`src/rtl/fetch_pkg.sv`:
```
// Shared types and constants for the instruction fetch controller.
package fetch_pkg;

    localparam int unsigned XLEN         = 32;
    localparam int unsigned ENTRY_W      = 2 * XLEN;
    localparam int unsigned FIFO_DEPTH_C = 2;
    localparam int unsigned CNT_W        = 2;

    localparam logic [XLEN-1:0] RESET_PC_DEFAULT = 32'h0000_0000;

    typedef enum logic [2:0] {
        ST_IDLE      = 3'd0,
        ST_REQ       = 3'd1,
        ST_WAIT      = 3'd2,
        ST_DROP_REQ  = 3'd3,
        ST_DROP_WAIT = 3'd4
    } fetch_state_e;

    // Sequential fetch address; wraps naturally modulo 2^32.
    function automatic logic [XLEN-1:0] pc_incr(input logic [XLEN-1:0] pc);
        return pc + 32'd4;
    endfunction

    // Force a target onto a word boundary.
    function automatic logic [XLEN-1:0] word_align(input logic [XLEN-1:0] addr);
        return addr & 32'hFFFF_FFFC;
    endfunction

endpackage

```
`src/rtl/fetch_fifo.sv`:
```
// Two-entry shift-style instruction buffer; slot0 is always the head so the
// head word comes straight out of a register.
module fetch_fifo
    import fetch_pkg::*;
(
    input  logic               clk,
    input  logic               rst,
    input  logic               push,
    input  logic [ENTRY_W-1:0] push_data,
    input  logic               pop,
    input  logic               flush,
    output logic [ENTRY_W-1:0] head_data,
    output logic               head_valid,
    output logic [CNT_W-1:0]   count
);

    localparam logic [CNT_W-1:0] FULL_C = CNT_W'(FIFO_DEPTH_C);

    logic [ENTRY_W-1:0] slot0_r;
    logic [ENTRY_W-1:0] slot1_r;
    logic [CNT_W-1:0]   count_r;
    logic               push_ok_s;
    logic               pop_ok_s;

    // Qualify push/pop against occupancy so misuse cannot corrupt the buffer.
    always_comb begin
        pop_ok_s  = pop && (count_r != 2'd0);
        push_ok_s = push && ((count_r != FULL_C) || pop_ok_s);
    end

    // Storage and occupancy update; flush and reset empty the buffer.
    always_ff @(posedge clk) begin
        if (rst || flush) begin
            slot0_r <= '0;
            slot1_r <= '0;
            count_r <= '0;
        end else begin
            case ({push_ok_s, pop_ok_s})
                2'b10: begin
                    if (count_r == 2'd0) begin
                        slot0_r <= push_data;
                    end else begin
                        slot1_r <= push_data;
                    end
                    count_r <= count_r + 2'd1;
                end
                2'b01: begin
                    slot0_r <= slot1_r;
                    slot1_r <= '0;
                    count_r <= count_r - 2'd1;
                end
                2'b11: begin
                    if (count_r == 2'd1) begin
                        slot0_r <= push_data;
                    end else begin
                        slot0_r <= slot1_r;
                        slot1_r <= push_data;
                    end
                end
                default: begin
                    count_r <= count_r;
                end
            endcase
        end
    end

    assign head_data  = slot0_r;
    assign head_valid = (count_r != 2'd0);
    assign count      = count_r;

endmodule

```
`src/rtl/fetch_ctrl.sv`:
```
// Instruction fetch controller: one outstanding memory request, redirect
// handling with response dropping, and a two-entry buffer toward decode.
module fetch_ctrl
    import fetch_pkg::*;
#(
    parameter logic [XLEN-1:0] RESET_PC   = RESET_PC_DEFAULT,
    parameter int unsigned     FIFO_DEPTH = FIFO_DEPTH_C
) (
    input  logic            clk,
    input  logic            rst,
    input  logic            redirect_valid_i,
    input  logic [XLEN-1:0] redirect_pc_i,
    output logic            mem_req_o,
    output logic [XLEN-1:0] mem_addr_o,
    input  logic            mem_gnt_i,
    input  logic            mem_rvalid_i,
    input  logic [XLEN-1:0] mem_rdata_i,
    output logic            inst_valid_o,
    input  logic            inst_ready_i,
    output logic [XLEN-1:0] inst_o,
    output logic [XLEN-1:0] inst_pc_o
);

    localparam logic [CNT_W-1:0] DEPTH_C = CNT_W'(FIFO_DEPTH);

    fetch_state_e       state_r;
    logic [XLEN-1:0]    pc_r;
    logic               mem_req_r;
    logic [XLEN-1:0]    mem_addr_r;

    logic [XLEN-1:0]    redirect_tgt_s;
    logic [XLEN-1:0]    pc_plus4_s;
    logic [XLEN-1:0]    drop_resume_pc_s;
    logic               push_s;
    logic               pop_s;
    logic               flush_s;
    logic [CNT_W-1:0]   count_after_push_s;
    logic [CNT_W-1:0]   fifo_count_s;
    logic [ENTRY_W-1:0] head_data_s;
    logic               head_valid_s;

    // Buffer control and next-address helpers; a redirect always flushes and
    // suppresses any same-cycle push.
    always_comb begin
        redirect_tgt_s     = word_align(redirect_pc_i);
        pc_plus4_s         = pc_incr(pc_r);
        drop_resume_pc_s   = redirect_valid_i ? redirect_tgt_s : pc_r;
        pop_s              = head_valid_s && inst_ready_i;
        flush_s            = redirect_valid_i;
        push_s             = (state_r == ST_WAIT) && mem_rvalid_i && !redirect_valid_i;
        count_after_push_s = fifo_count_s + 2'd1 - {1'b0, pop_s};
    end

    // Fetch FSM with registered request/address outputs; the address is held
    // through DROP_REQ while pc already tracks the redirect target.
    always_ff @(posedge clk) begin
        if (rst) begin
            state_r    <= ST_IDLE;
            pc_r       <= RESET_PC;
            mem_req_r  <= 1'b0;
            mem_addr_r <= RESET_PC;
        end else begin
            case (state_r)
                ST_IDLE: begin
                    if (redirect_valid_i) begin
                        state_r    <= ST_REQ;
                        pc_r       <= redirect_tgt_s;
                        mem_req_r  <= 1'b1;
                        mem_addr_r <= redirect_tgt_s;
                    end else if (fifo_count_s < DEPTH_C) begin
                        state_r    <= ST_REQ;
                        mem_req_r  <= 1'b1;
                        mem_addr_r <= pc_r;
                    end else begin
                        state_r   <= ST_IDLE;
                        mem_req_r <= 1'b0;
                    end
                end
                ST_REQ: begin
                    if (redirect_valid_i) begin
                        pc_r <= redirect_tgt_s;
                        if (mem_gnt_i) begin
                            state_r   <= ST_DROP_WAIT;
                            mem_req_r <= 1'b0;
                        end else begin
                            state_r   <= ST_DROP_REQ;
                            mem_req_r <= 1'b1;
                        end
                    end else if (mem_gnt_i) begin
                        state_r   <= ST_WAIT;
                        mem_req_r <= 1'b0;
                    end else begin
                        state_r   <= ST_REQ;
                        mem_req_r <= 1'b1;
                    end
                end
                ST_WAIT: begin
                    if (redirect_valid_i) begin
                        pc_r <= redirect_tgt_s;
                        if (mem_rvalid_i) begin
                            state_r    <= ST_REQ;
                            mem_req_r  <= 1'b1;
                            mem_addr_r <= redirect_tgt_s;
                        end else begin
                            state_r   <= ST_DROP_WAIT;
                            mem_req_r <= 1'b0;
                        end
                    end else if (mem_rvalid_i) begin
                        pc_r <= pc_plus4_s;
                        if (count_after_push_s < DEPTH_C) begin
                            state_r    <= ST_REQ;
                            mem_req_r  <= 1'b1;
                            mem_addr_r <= pc_plus4_s;
                        end else begin
                            state_r   <= ST_IDLE;
                            mem_req_r <= 1'b0;
                        end
                    end else begin
                        state_r   <= ST_WAIT;
                        mem_req_r <= 1'b0;
                    end
                end
                ST_DROP_REQ: begin
                    if (redirect_valid_i) begin
                        pc_r <= redirect_tgt_s;
                    end else begin
                        pc_r <= pc_r;
                    end
                    if (mem_gnt_i) begin
                        state_r   <= ST_DROP_WAIT;
                        mem_req_r <= 1'b0;
                    end else begin
                        state_r   <= ST_DROP_REQ;
                        mem_req_r <= 1'b1;
                    end
                end
                ST_DROP_WAIT: begin
                    pc_r <= drop_resume_pc_s;
                    if (mem_rvalid_i) begin
                        state_r    <= ST_REQ;
                        mem_req_r  <= 1'b1;
                        mem_addr_r <= drop_resume_pc_s;
                    end else begin
                        state_r   <= ST_DROP_WAIT;
                        mem_req_r <= 1'b0;
                    end
                end
                default: begin
                    state_r   <= ST_IDLE;
                    mem_req_r <= 1'b0;
                end
            endcase
        end
    end

    fetch_fifo u_fifo (
        .clk        (clk),
        .rst        (rst),
        .push       (push_s),
        .push_data  ({mem_rdata_i, mem_addr_r}),
        .pop        (pop_s),
        .flush      (flush_s),
        .head_data  (head_data_s),
        .head_valid (head_valid_s),
        .count      (fifo_count_s)
    );

    assign mem_req_o    = mem_req_r;
    assign mem_addr_o   = mem_addr_r;
    assign inst_valid_o = head_valid_s;
    assign inst_o       = head_data_s[ENTRY_W-1:XLEN];
    assign inst_pc_o    = head_data_s[XLEN-1:0];

endmodule

```
`config.mk`:
```
export PLATFORM = sky130hd
export DESIGN_NAME = fetch_ctrl
export DESIGN_NICKNAME = d
export VERILOG_FILES = /design/src/rtl/fetch_pkg.sv /design/src/rtl/fetch_fifo.sv /design/src/rtl/fetch_ctrl.sv
export SDC_FILE = /design/constraint.sdc
export NUM_CORES = 1
export LEC_CHECK = 0
export BUFFER_PORTS_ARGS = -buffer_cell sky130_fd_sc_hd__buf_2
export CORE_MARGIN = 10
export CORE_UTILIZATION = 55
export CTS_BUF_LIST = sky130_fd_sc_hd__clkbuf_4 sky130_fd_sc_hd__clkbuf_8
export CTS_CLUSTER_DIAMETER = 120
export DETAILED_ROUTE_END_ITERATION = 16
export PLACE_DENSITY = 0.78
export SLEW_MARGIN = 20
export SYNTH_ARGS = -nofsm -noshare
export SYNTH_HDL_FRONTEND = slang
export SYNTH_HIERARCHICAL = 1
export SYNTH_SLANG_ARGS = --single-unit
```
`constraint.sdc`:
```
create_clock -name clk -period 7.3 [get_ports clk]
set_input_delay 2.19 -clock clk [delete_from_list [all_inputs] [get_ports clk]]
set_output_delay 2.19 -clock clk [all_outputs]
set_load 0.05 [all_outputs]
```
# ---- Word level (Yosys, flattened, before mapping)
# Index checks and enable logic that the tools add are counted.
dict set report word_totals {
  register_bits 198
}
dict set report classes {
  n_addsub 4
  n_mux 37
  n_reduce_logical 21
  eq_ne 17
  n_lt_le_gt_ge 2
}
# operator n
set op_table {}
lappend op_table {{$pmux 64 s3} 2}
lappend op_table {{$mux 32} 10}
lappend op_table {{$mux 64} 4}
lappend op_table {{$pmux 32 s3} 1}
lappend op_table {{$pmux 32 s2} 1}
lappend op_table {{$add 32x3->32 const B} 1}
lappend op_table {{$mux 3} 5}
lappend op_table {{$pmux 3 s5} 1}
lappend op_table {{$mux 1} 10}
lappend op_table {{$ne 2x2->1 const B} 5}
lappend op_table {{$eq 3x2->1 const B} 2}
lappend op_table {{$ne 3x3->1 const B} 2}
lappend op_table {{$reduce_bool 2->1} 3}
lappend op_table {{$reduce_bool 3->1} 2}
lappend op_table {{$logic_and 1x1->1} 5}
lappend op_table {{$reduce_and 5->1} 1}
lappend op_table {{$eq 2x1->1 const B} 2}
lappend op_table {{$eq 2x2->1 const B} 2}
lappend op_table {{$lt 2x2->1 const B} 2}
lappend op_table {{$pmux 1 s4} 1}
lappend op_table {{$pmux 2 s2} 1}
lappend op_table {{$reduce_and 2->1} 2}
lappend op_table {{$reduce_or 4->1} 1}
lappend op_table {{$eq 3x1->1 const B} 1}
lappend op_table {{other kinds (13)} 14}

# ---- Logic depth before layout (Yosys ltp)
dict set report depth {
  word_depth 8
  mapped_depth 12
  mapped_depth_nobuf 8
}

# ---- Cells and area by module
# Netlist, hierarchy kept.
# mod area_each_um2 cells_each n_inst
set by_module_without_submodules {}
lappend by_module_without_submodules {fetch_fifo 5230.0 668 1}
lappend by_module_without_submodules {fetch_ctrl 4553.1 577 1}

# ---- Least setup slack after synthesis
# Ideal clock, no wire load.
dict set report synth_path {
  path_kind {in2reg}
  startpoint {input port redirect_valid_i}
  endpoint {register u_fifo.slot1_r[57]}
  path_slack_ns 3.090
  n_path_buf 5
  t_arrival_ns 4.083
  setup_time_ns 0.128
  stages 12
  path_cell_list {buf_2 -> nor4b_2 -> nand2_1 -> inv_1 -> buf_6 -> nor3b_1 -> o21ai_2 -> buf_6 -> buf_6 -> buf_6 -> nand3_1 -> o21ai_1}
}
dict set report synth_via {
  elab_chain_len 6
  word_cells_on_any_way 12
  classes_between {5 x eq/ne; 1 x mux; 6 x reduce/logical}
}
# item line
set synth_lines {}
lappend synth_lines {{start: declaration} fetch_ctrl.sv:11} ;# input logic redirect_valid_i,
lappend synth_lines {{$logic_not 1->1 (*)} fetch_ctrl.sv:50} ;# push_s = (state_r == ST_WAIT) && mem_rvalid_i && !redirect_valid_i;
lappend synth_lines {{$logic_and 1x1->1 (*)} fetch_ctrl.sv:50}
lappend synth_lines {{via push_s} fetch_ctrl.sv:34} ;# logic push_s;
lappend synth_lines {{$logic_and 1x1->1 (*)} fetch_fifo.sv:28} ;# push_ok_s = push && ((count_r != FULL_C) || pop_ok_s);
lappend synth_lines {{$eq 2x2->1 or $eq 2x1->1 (tied branches)} fetch_fifo.sv:38} ;# case ({push_ok_s, pop_ok_s})
lappend synth_lines {{$ne 2x2->1 (no line) or $reduce_bool 3->1 (tied branches)} n/a}
lappend synth_lines {{$reduce_and 3->1 (no line)} n/a}
lappend synth_lines {{end signal: assignment} fetch_fifo.sv:43} ;# slot1_r <= push_data;
lappend synth_lines {{end signal: assignment} fetch_fifo.sv:57} ;# slot1_r <= push_data;
lappend synth_lines {{end: declaration} fetch_fifo.sv:20} ;# logic [ENTRY_W-1:0] slot1_r;
# The timed path passes the listed nets; every way through them passes the cells marked *.
# A chain may end at the register's enable or synchronous reset.

# ---- Worst setup path in the final report
dict set report layout_path {
  startpoint {input port redirect_valid_i}
  endpoint {register mem_addr_r[30], in the netlist mem_addr_o[30]}
}
dict set report layout_via {
  elab_chain_len 3
  word_cells_on_any_way 8
  classes_between {2 x eq/ne; 5 x mux; 1 x reduce/logical}
}
# item line
set layout_lines {}
lappend layout_lines {{$mux 32} n/a}
lappend layout_lines {{$mux 32} fetch_ctrl.sv:139} ;# if (mem_rvalid_i) begin
lappend layout_lines {{$pmux 32 s3} fetch_ctrl.sv:63} ;# case (state_r)
lappend layout_lines {{end signal: assignment} fetch_ctrl.sv:69} ;# mem_addr_r <= redirect_tgt_s;
lappend layout_lines {{end signal: assignment} fetch_ctrl.sv:73} ;# mem_addr_r <= pc_r;
lappend layout_lines {{end signal: assignment} fetch_ctrl.sv:142} ;# mem_addr_r <= drop_resume_pc_s;
lappend layout_lines {{end: declaration} fetch_ctrl.sv:29} ;# logic [XLEN-1:0] mem_addr_r;
# Several ways; a longest one is shown, not always the timed one. The select of a mux whose other input is x is not followed.

==> impl_metrics.prom <==
# TYPE chip_impl_metric gauge
chip_impl_metric{name="detail_route.drc_violations",unit=""} 0
chip_impl_metric{name="die_w",unit="um"} 153
chip_impl_metric{name="die_area",unit="sq um"} 23500
chip_impl_metric{name="final.min_clock_period",unit="ps"} 4290
chip_impl_metric{name="num_io_pins",unit=""} 168
chip_impl_metric{name="cts_buffer_count",unit=""} 17
chip_impl_metric{name="max_slew_margin",unit="%"} 25.6
chip_impl_metric{name="synth_area_per_cell",unit="sq um"} 7.86
chip_impl_metric{name="antenna_violating_nets_remaining",unit=""} 0
chip_impl_metric{name="clock_path_buffers",unit=""} 2
chip_impl_metric{name="placed_area",unit="sq um"} 10500
chip_impl_metric{name="report.final.hold_viol_count",unit=""} 0
chip_impl_metric{name="area_of_the_core",unit="sq um"} 17400
chip_impl_info{name="setup_repair_after_global_routing_missed_its_margin",value="no"} 1
chip_impl_metric{name="worstPathArrival",unit="ps"} 4650
chip_impl_info{name="synth.largest_area_cell",value="sky130_fd_sc_hd__dfxtp_1"} 1
chip_impl_metric{name="tns",unit="ps"} 0
chip_impl_metric{name="synthesis.nets",unit=""} 1320
chip_impl_metric{name="ctsHtreeMaxLevel",unit=""} 4
chip_impl_metric{name="grt_antenna_before_repair",unit=""} 0
chip_impl_metric{name="post_route_cells_drive_above_1_share",unit="%"} 17.5
chip_impl_metric{name="design_area",unit="sq um"} 10900
chip_impl_info{name="ys_flop_type",value="sky130_fd_sc_hd__dfxtp_1"} 1
chip_impl_metric{name="fmax",unit="GHz"} 0.233
chip_impl_metric{name="track_usage",unit="%"} 22.9
chip_impl_metric{name="first_global_vias",unit=""} 8627
chip_impl_metric{name="vdd_ir_drop_max",unit="uV"} 137
chip_impl_metric{name="fp-row-count",unit=""} 48
chip_impl_info{name="holdCritPathClass",value="reg -> reg"} 1
chip_impl_metric{name="num_vias",unit=""} 9685
chip_impl_metric{name="routabilityCongestion",unit=""} 0.945
chip_impl_metric{name="worst_setup_hold_path_clk_slew",unit="ps"} 90
chip_impl_metric{name="wl_per_cell",unit="um"} 18.3
chip_impl_metric{name="worstSkewPairLatency",unit="ps"} 470
chip_impl_metric{name="ctsHoldBuffers",unit=""} 0
chip_impl_metric{name="wire_length_of_the_first_global_routing_pass",unit="mm"} 45.5
chip_impl_metric{name="final_net_count",unit=""} 1406
chip_impl_info{name="post-synth-top-count-cell",value="sky130_fd_sc_hd__nand2_1"} 1
chip_impl_metric{name="netlist_area",unit="sq um"} 9780
chip_impl_metric{name="critPathMaxFanout",unit=""} 68
chip_impl_metric{name="finalCritPeriodShare",unit="%"} 58.8
chip_impl_info{name="critPathKind",value="in -> reg"} 1
chip_impl_metric{name="initial_utilization",unit="%"} 56.4
chip_impl_metric{name="timing.final.max_slew_violations",unit=""} 0
chip_impl_metric{name="largest_net_degree_at_the_start_of_global_routing",unit=""} 129
chip_impl_info{name="cts_tree",value="yes"} 1
chip_impl_metric{name="ys_ff_latch",unit=""} 198
chip_impl_metric{name="critical_path_required",unit="ps"} 7660
chip_impl_metric{name="avgViaCountPerCell",unit=""} 6.17
chip_impl_metric{name="edff_count_synth",unit=""} 0
chip_impl_info{name="cts.root.buffer_cell",value="sky130_fd_sc_hd__clkbuf_8"} 1
chip_impl_metric{name="area_growth_syn_to_layout",unit="%"} 11.3
chip_impl_metric{name="detailedRoute.firstPassIterationCount",unit=""} 5
chip_impl_metric{name="seq_area_frac_synth",unit="%"} 40.5
chip_impl_metric{name="wl",unit="mm"} 28.8
chip_impl_info{name="crit_path_end_kind",value="flop"} 1
chip_impl_metric{name="synth_instances",unit=""} 1245
chip_impl_info{name="worstSetupStartpointType",value="input pin"} 1
chip_impl_metric{name="postLayoutCoreUtil",unit="%"} 62.7
chip_impl_metric{name="finalSetupViolations",unit=""} 0
chip_impl_metric{name="numPortBuffers",unit=""} 165
chip_impl_info{name="synth_commonest_cells",value="sky130_fd_sc_hd__nand2_1 (235), sky130_fd_sc_hd__dfxtp_1 (198), sky130_fd_sc_hd__o21ai_0 (111), sky130_fd_sc_hd__nand3_1 (93), sky130_fd_sc_hd__a31oi_1 (68)"} 1
chip_impl_metric{name="skew_final",unit="ps"} 16.3
chip_impl_metric{name="cts.repair_timing.setup_buffer_count",unit=""} 0
chip_impl_info{name="synth_top_cells_by_area",value="sky130_fd_sc_hd__dfxtp_1 (41%), sky130_fd_sc_hd__nand2_1 (9.0%), sky130_fd_sc_hd__o21ai_0 (5.7%)"} 1
chip_impl_metric{name="p_leak",unit="nW"} 4.06
chip_impl_metric{name="n_fill_cell",unit=""} 1587
chip_impl_metric{name="die_height",unit="um"} 153
chip_impl_metric{name="cts-resized-gates",unit=""} 0
chip_impl_metric{name="power-per-cell-area",unit="nW/um^2"} 203
chip_impl_metric{name="count_of_cell_types_in_the_netlist",unit=""} 76
chip_impl_metric{name="cts.sinks",unit=""} 198
chip_impl_metric{name="total_overflow_reported_by_the_global_router",unit=""} 0
chip_impl_metric{name="drt_first_iter_violations",unit=""} 1093
chip_impl_metric{name="async_reset_ff_share",unit="%"} 0
chip_impl_metric{name="detailed_placer_s_ending_hpwl",unit="mm"} 19.7
chip_impl_metric{name="tightestPinTransition",unit="ps"} 1120
chip_impl_metric{name="synth_top_area_share",unit="%"} 40.5
chip_impl_metric{name="max_cap_viol_count",unit=""} 0
chip_impl_metric{name="ys.warnings.count",unit=""} 6
chip_impl_info{name="run_status",value="completed"} 1
==> placed cells by master, fill, tap and decap left out, types with 10 or more instances in the layout <==
cell / n
sky130_fd_sc_hd__nand2_1: 235
sky130_fd_sc_hd__dfxtp_1: 198
sky130_fd_sc_hd__buf_2: 165
sky130_fd_sc_hd__o21ai_0: 111
sky130_fd_sc_hd__nand3_1: 93
sky130_fd_sc_hd__a31oi_1: 68
sky130_fd_sc_hd__o21ai_1: 44
sky130_fd_sc_hd__nor2_1: 34
sky130_fd_sc_hd__a21oi_1: 32
sky130_fd_sc_hd__xnor2_1: 24
sky130_fd_sc_hd__a22oi_1: 21
sky130_fd_sc_hd__nand4_1: 20
sky130_fd_sc_hd__nor3_1: 17
sky130_fd_sc_hd__clkbuf_8: 17
sky130_fd_sc_hd__buf_4: 17
sky130_fd_sc_hd__nand2b_1: 15
sky130_fd_sc_hd__inv_1: 13
sky130_fd_sc_hd__nor4_1: 13
sky130_fd_sc_hd__mux2i_1: 11
sky130_fd_sc_hd__and2_1: 10
sky130_fd_sc_hd__o211ai_1: 10
sky130_fd_sc_hd__and4_1: 10
==> registers in the layout, summed over array words and instances, names as in the netlist <==
name and cells:
mem_req_o 1, u_fifo/slot1_r 64, mem_addr_o 32, u_fifo/head_data 64, u_fifo/count 2, pc_r 32, state_r 3
==> layer usage <==
metal,up-vias,share of wire [%],GRT usage [%]
met5,-,0,0
met4,0,2.9,8.68
met3,61,8.1,4.74
met2,465,45,35.0
met1,4472,44,30.9
li1,4687,-,-
==> power by group <==
group	switching [mW]	leakage [nW]	internal [mW]	total [mW]
logic	0.240	2.28	0.105	0.345
registers	0.0642	1.61	1.12	1.18
clock network	0.407	0.178	0.276	0.683
==> layout make-up <==
type	count	area (sq um)	area share (%)
antenna	1	2.50	0.0230
sequential	198	3960	36.4
timing repair buffer	184	1000	9.19
multi-input combinational	917	5220	47.9
inverter	13	48.8	0.448
clock buffer	17	234	2.15
tap	225	282	2.59
clock inverter	14	138	1.26
==> path summary, 6_finish.rpt <==
kind,from,endpoint,slack (ps),cells after the start
max,redirect_valid_i,mem_addr_o[30],3010,9
max reg2reg,state_r[0],u_fifo/head_data[51],4080,8
min reg2reg,u_fifo/slot1_r[18],u_fifo/slot1_r[18],460,2
min,u_fifo/slot1_r[18],u_fifo/slot1_r[18],460,2
==> stage by stage <==
step,hold slack [ps],power (mW),setup WS (ps),instances
global route,483,2.30,2890,1568
floorplan,437,1.43,3090,1245
global placement,443,1.54,2590,1536
finish,461,2.21,3010,1569
CTS,463,2.22,2990,1567
detailed placement,449,1.54,2490,1536
==> kinds of logic after synthesis <==
| kind of cell | count (synthesis) | synth area share (%) |
|---|---|---|
| compound gates | 373 | 23.9 |
| xor+xnor | 30 | 2.69 |
| fa+ha+maj | 5 | 0.639 |
| buf+inv | 130 | 6.37 |
| flops | 198 | 40.5 |
| mux | 12 | 1.24 |
| simple gates | 497 | 24.7 |
==> critical path: stages <==
cell	delay [ps]
sky130_fd_sc_hd__buf_2	130
sky130_fd_sc_hd__buf_4	340
sky130_fd_sc_hd__nor2b_1	230
sky130_fd_sc_hd__nor3_1	90
sky130_fd_sc_hd__a221oi_1	830
sky130_fd_sc_hd__buf_4	290
sky130_fd_sc_hd__nor3_1	60
sky130_fd_sc_hd__buf_4	230
sky130_fd_sc_hd__a32o_1	250
Power figures use the tool's default switching activity.
